===== src/rtl/synth_pkg.sv =====
// synth_pkg: shared constants and FSM encoding for the voice allocator and the phase bank
package synth_pkg;
  localparam int NBANKS = 10;
  localparam logic [6:0] NOTE_SILENT = 7'h00;
  typedef enum logic [1:0] {IDLE, SCAN, COMMIT} state_t;
endpackage


===== src/rtl/voice_allocator_table.sv =====
// voice_table: NBANKS x 7 note store with two read ports, one write port and clear-by-match
module voice_table import synth_pkg::*; #(
  parameter int NBANKS = synth_pkg::NBANKS,
  parameter int SLOT_W = 4
) (
  input  logic              clk,
  input  logic              rst,
  input  logic [SLOT_W-1:0] rd_a_idx,
  output logic [6:0]        rd_a,
  input  logic [SLOT_W-1:0] rd_b_idx,
  output logic [6:0]        rd_b,
  input  logic              we,
  input  logic [SLOT_W-1:0] wr_idx,
  input  logic [6:0]        wr_note,
  input  logic              clr,
  input  logic [6:0]        clr_note,
  output logic [NBANKS-1:0] busy
);
  logic [6:0] tbl_q [NBANKS];
  assign rd_a = tbl_q[rd_a_idx];
  assign rd_b = tbl_q[rd_b_idx];
  always_ff @(posedge clk or posedge rst) begin
    if (rst) begin
      for (int i = 0; i < NBANKS; i++) tbl_q[i] <= NOTE_SILENT;
    end else begin
      for (int i = 0; i < NBANKS; i++)
        if (we && wr_idx == SLOT_W'(i)) tbl_q[i] <= wr_note;
        else if (clr && tbl_q[i] == clr_note) tbl_q[i] <= NOTE_SILENT;
    end
  end
  always_comb begin
    busy = '0;
    for (int i = 0; i < NBANKS; i++) busy[i] = tbl_q[i] != NOTE_SILENT;
  end
endmodule


===== src/rtl/voice_allocator.sv =====
// voice_allocator: note-on/off event FSM over a voice table plus round-robin slot stream
module voice_allocator import synth_pkg::*; #(
  parameter int NBANKS = synth_pkg::NBANKS,
  parameter int SLOT_W = 4
) (
  input  logic              clk,
  input  logic              rst,
  input  logic              clk_en,
  input  logic              i_valid,
  input  logic              i_on,
  input  logic [6:0]        i_note,
  output logic              o_ready,
  output logic [6:0]        o_midi,
  output logic [SLOT_W-1:0] o_slot,
  output logic              o_valid,
  output logic [NBANKS-1:0] o_busy
);
  localparam logic [SLOT_W-1:0] LAST = SLOT_W'(NBANKS - 1);
  state_t state_q;
  logic on_q, match_q, free_q, ready_q, valid_q, we, clr;
  logic [6:0] note_q, midi_q, scan_note, stream_note;
  logic [SLOT_W-1:0] idx_q, match_idx_q, free_idx_q, steal_q, s_q, slot_q, wr_idx;
  logic [NBANKS-1:0] busy, busy_q;
  voice_table #(.NBANKS(NBANKS), .SLOT_W(SLOT_W)) u_table (
    .clk(clk), .rst(rst),
    .rd_a_idx(idx_q), .rd_a(scan_note),
    .rd_b_idx(s_q), .rd_b(stream_note),
    .we(we), .wr_idx(wr_idx), .wr_note(note_q),
    .clr(clr), .clr_note(note_q),
    .busy(busy)
  );
  // a matched note-on rewrites its own value, so a retrigger leaves the table unchanged
  always_comb begin
    we = state_q == COMMIT && on_q;
    clr = state_q == COMMIT && !on_q;
    wr_idx = match_q ? match_idx_q : free_q ? free_idx_q : steal_q;
  end
  always_ff @(posedge clk or posedge rst) begin
    if (rst) begin
      state_q <= IDLE;
      ready_q <= 1'b1;
      on_q <= 1'b0;
      note_q <= NOTE_SILENT;
      idx_q <= '0;
      match_q <= 1'b0;
      free_q <= 1'b0;
      match_idx_q <= '0;
      free_idx_q <= '0;
      steal_q <= '0;
    end else begin
      case (state_q)
        IDLE: if (i_valid && i_note != NOTE_SILENT) begin
          on_q <= i_on;
          note_q <= i_note;
          match_q <= 1'b0;
          free_q <= 1'b0;
          idx_q <= '0;
          ready_q <= 1'b0;
          state_q <= SCAN;
        end
        SCAN: begin
          if (scan_note == note_q && !match_q) begin
            match_q <= 1'b1;
            match_idx_q <= idx_q;
          end
          if (scan_note == NOTE_SILENT && !free_q) begin
            free_q <= 1'b1;
            free_idx_q <= idx_q;
          end
          idx_q <= idx_q == LAST ? '0 : idx_q + 1'b1;
          if (idx_q == LAST) state_q <= COMMIT;
        end
        COMMIT: begin
          if (on_q && !match_q && !free_q) steal_q <= steal_q == LAST ? '0 : steal_q + 1'b1;
          ready_q <= 1'b1;
          state_q <= IDLE;
        end
        default: state_q <= IDLE;
      endcase
    end
  end
  always_ff @(posedge clk or posedge rst) begin
    if (rst) begin
      s_q <= '0;
      slot_q <= '0;
      midi_q <= NOTE_SILENT;
      valid_q <= 1'b0;
      busy_q <= '0;
    end else begin
      busy_q <= busy;
      if (clk_en) begin
        midi_q <= stream_note;
        slot_q <= s_q;
        valid_q <= stream_note != NOTE_SILENT;
        s_q <= s_q == LAST ? '0 : s_q + 1'b1;
      end
    end
  end
  assign o_ready = ready_q;
  assign o_midi = midi_q;
  assign o_slot = slot_q;
  assign o_valid = valid_q;
  assign o_busy = busy_q;
endmodule

===== config.mk =====
export PLATFORM = sky130hd
export DESIGN_NAME = voice_allocator
export DESIGN_NICKNAME = d
export VERILOG_FILES = /design/src/rtl/synth_pkg.sv /design/src/rtl/voice_allocator_table.sv /design/src/rtl/voice_allocator.sv
export SDC_FILE = /design/constraint.sdc
export NUM_CORES = 1
export LEC_CHECK = 0
export BUFFER_PORTS_ARGS = -buffer_cell sky130_fd_sc_hd__buf_4
export CAP_MARGIN = 20
export CORE_MARGIN = 3
export CORE_UTILIZATION = 45
export DETAILED_ROUTE_END_ITERATION = 8
export HOLD_SLACK_MARGIN = 0.02
export PLACE_DENSITY_LB_ADDON = 0.1
export SYNTH_ARGS = -nofsm -noshare
export SYNTH_HDL_FRONTEND = slang
export SYNTH_HIERARCHICAL = 1
export SYNTH_SLANG_ARGS = --single-unit
export TNS_END_PERCENT = 1

===== constraint.sdc =====
create_clock -name clk -period 5.9 [get_ports clk]
set_clock_uncertainty 0.15 [all_clocks]
set_input_delay 0.59 -clock clk [delete_from_list [all_inputs] [get_ports clk]]
set_output_delay 0.59 -clock clk [all_outputs]
set_load 0.005 [all_outputs]

==> results.txt <==
Routability cong.: 0.851
Layout area overhead: 16.1%
Crit-path most repeated cell: o21ai_0
H-tree levels: 4
FF+latch count, synth: 125
Seq pwr share: 0.320
Grt met3 use: 0.0565
Synth cell types: 51
Hold Vio Cnt, Final: 0
Drt first pass iters: 5
Initial antenna violation count: 0
Vert. Die Dim: 130 um
FP Rows: 44
CTS resizes: 0
Max clock buf depth: 2
Peak VDD IR: 393 uV
Min Tclk post-route: 3.08 ns
Internal power: 0.00249 W
Buffers on Ports: 34
Async SR Flop Fraction: 1.00
Final period util: 0.523
Synth top area cells: dfrtp_1, a22o_1, xor2_1, mux2i_1, mux4_2
Sw Pwr: 0.00151 W
Footprint of the multi-input gates: 0.00359 mm2
CTS tree: built
R2r endpoint: match_idx_q[0]$_DFFE_PP0P_
Post-Route Setup TNS: 0 ns
Clk pin slew, worst setup/hold paths: 0.06 ns
Outcome: completed
Clock sink count: 125
Num CTS Buffers: 17
Final wirelength: 19,100 um
PD cells: 499 mW/mm2
Register area share after synthesis: 0.453
Die area: 0.0169 mm2
Hold Path Depth: 2
Chip width: 130 um
Cells after Synth: 597
Worst-path maximum fanout: 34
Gr busiest metal: met2
Overall Global Routing Usage: 0.237
Unrepaired setup endpoints after global routing: false
# IOs: 35
Worst endpoint required time: 6.05 ns
Total number of vias: 5,176
Clk root buf: clkbuf_16
Leakage power: 3.71 nW
Ant diodes: 0
Hold Crit Start: i_on
Top cell type's share of synthesized area: 0.449
Avg Vias per Cell: 6.24
CP max stage delay: 0.58 ns
GR Overflow Total: 0
Fraction of layout cells with a size suffix above 1: 0.214
Slowest CP cell: mux4_2
Core area: 0.0148 mm2
Reg2reg path depth: 8
Initial DRC Count: 404
Slew @ Worst Pin: 0.943 ns
Clock group share of total power: 0.291
Tot Pwr: 0.00400 W
Worst path cell trace: buf_4 > mux4_2 > o21ai_0 > o21ai_0 > xnor2_1 > nand3_2 > nor4_4 > mux2_2
Slew headroom: 0.365
Avg WL per Cell: 23.0 um
Final core occ: 0.544
Initial Utilization: 0.468
Synthesized area: 0.00691 mm2
Proportion of power drawn by combinational gates: 0.389
Worst-Skew Late Latency: 0.42 ns
Max Fclk: 0.324 GHz
Dpl hpwl: 13,000 um
Worst min path class: in2reg
Critical path buffers and inverters: 1
Post-synth top area cell: dfrtp_1
Post-CTS setup repair buffer count: 0
GR met2 Demand/Resource: 0.369
Crit path launch type: register
Switching fraction of total power: 0.377
Slew Limit Fails: 0
Critical path's top delay family: multiplexers
Synthesized net count: 611
Grt met1 use: 0.326
Hold_buf cts: 1
WHS Endpoint: on_q$_DFFE_PP0P_
Most used DFF post-synth: dfrtp_1
Setup-failing EPs final: 0
Arrival @ worst endpoint: 3.24 ns
First-pass GRT wire length: 30,300 um
Mapped Avg Cell Area: 11.6 um2
Final nets: 647
Pin count of the biggest net entering global routing: 71
# DRC: 0
Area occupied by registers: 0.00313 mm2
Critical path class: reg2reg
Crit Reg-Reg Startpoint: idx_q[0]$_DFFE_PP0P_
Vias in the first global route: 5,229
CP Capture Type: register
Fillers: 1,270
Final Cell Area: 0.00802 mm2
Number of routed nets with antenna violations: 0
MaxCap Viol Count: 0
Placement Cell Area: 0.00735 mm2
Synth warn: 6
FF-to-FF setup slack: 2.82 ns
EDFF count, synth: 0
-- kinds of logic (layout without fill, tap and decap cells) --
kind of cell | count (synthesis) | count (layout) | synth area share
DFF | 125 | 125 | 0.453
xor gates and xnor gates | 82 | 82 | 0.104
muxes | 86 | 86 | 0.155
buffers and inverters | 44 | 92 | 0.0275
and+or+nand+nor | 116 | 116 | 0.0991
AOI/OAI and AO/OA | 142 | 142 | 0.158
adders and majority gates | 2 | 2 | 0.00362
-- per-layer routing --
| metal | vias up | wire length (um) |
|---|---|---|
| met1 | 2656 | 8670 |
| li1 | 2330 | - |
| met5 | - | 0 |
| met3 | 34 | 910 |
| met2 | 156 | 9070 |
| met4 | 0 | 448 |
-- worst max-delay path by stage --
stage,startpoint,cells past startpoint,to
after global placement,idx_q[0]$_DFFE_PP0P_,8,match_idx_q[1]$_DFFE_PP0P_
final,idx_q[0]$_DFFE_PP0P_,8,match_idx_q[0]$_DFFE_PP0P_
after CTS,idx_q[0]$_DFFE_PP0P_,8,match_idx_q[0]$_DFFE_PP0P_
after detailed placement,idx_q[0]$_DFFE_PP0P_,8,match_idx_q[0]$_DFFE_PP0P_
after global routing,idx_q[0]$_DFFE_PP0P_,8,match_idx_q[0]$_DFFE_PP0P_
after floorplan,idx_q[0]$_DFFE_PP0P_,10,match_idx_q[0]$_DFFE_PP0P_
-- cell type report --
cell class              count  share of cell area
clock buffers              21              0.0587
clock inverters            10              0.0232
inverters                  12             0.00562
multi-input cells         428               0.447
flip-flops and latches    125               0.390
well taps                 184              0.0287
repair buffers             49              0.0462
-- power groups by stage --
stage                     combinational, W  sequential, W  clock (W)
after CTS                          0.00155        0.00127    0.00118
after global routing               0.00169        0.00131    0.00122
after detailed placement           0.00154        0.00129          0
final                              0.00156        0.00128    0.00116
after global placement             0.00151        0.00128          0
after floorplan                    0.00118        0.00120          0
-- sequential cells by signal, summed over array words and instances, names as in the netlist, 2 cells and up --
register,flops
idx_q,4
steal_q,4
match_idx_q,4
free_idx_q,4
u_table/tbl_q,70
o_slot,4
o_busy,10
o_midi,7
note_q,7
state_q,2
s_q,4
-- per-stage QoR --
| step | setup slack [ns] | hold slack, ns | std cells |
|---|---|---|---|
| 3_3_place_gp | 2.91 | 0.325 | 797 |
| 2_1_floorplan | 3.12 | 0.300 | 597 |
| 4_1_cts | 2.81 | 0.252 | 829 |
| 5_1_grt | 2.65 | 0.255 | 829 |
| 6_report | 2.82 | 0.259 | 829 |
| 3_5_place_dp | 2.85 | 0.322 | 797 |
-- worst register-to-register path, stage by stage, from the launching register on --
cell and delay [ns]:
dfrtp_1 0.32, buf_4 0.46, mux4_2 0.58, o21ai_0 0.16, o21ai_0 0.15, xnor2_1 0.19, nand3_2 0.11, nor4_4 0.45
mux2_2 0.39
-- cell usage in the layout (no fill, tap or decap), types with 3 or more instances in the layout --
cell | Yosys | final
nor2b_1 | 5 | 5
mux2i_1 | 47 | 47
inv_1 | 12 | 10
mux2_2 | 25 | 25
and4_1 | 6 | 6
xor2_1 | 54 | 54
xnor2_1 | 28 | 28
clkinvlp_4 | 0 | 3
bufinv_16 | 0 | 5
mux4_2 | 14 | 14
nand2_1 | 23 | 23
dfrtp_1 | 124 | 124
nand3_1 | 6 | 6
nor3_2 | 3 | 3
clkbuf_16 | 0 | 17
a41oi_1 | 3 | 3
buf_4 | 3 | 48
a21oi_1 | 3 | 3
a22o_1 | 70 | 70
o21ai_0 | 40 | 40
nand2b_1 | 3 | 3
nor2_1 | 16 | 16
nor4_1 | 24 | 24
nor3_1 | 13 | 13
clkbuf_8 | 0 | 3
a221oi_1 | 14 | 14
-- cell usage after synthesis (2+ instances only) --
cell	number
mux2i_1	47
nor4_1	24
nand2_1	23
nor2b_1	5
nor2_2	2
xnor2_1	28
a41oi_1	3
nand2b_1	3
xor2_1	54
buf_4	3
inv_1	12
mux2_2	25
a21oi_1	3
a221oi_1	14
nor3_2	3
a31oi_1	2
a22o_1	70
and4_1	6
dfrtp_1	124
nor2_1	16
mux4_2	14
a21oi_2	2
buf_1	10
nor3_1	13
buf_2	11
ha_1	2
nand3_1	6
a41oi_2	2
o22ai_1	2
o21ai_0	40
clkbuf_1	8
(Power assumes the default switching activity.)
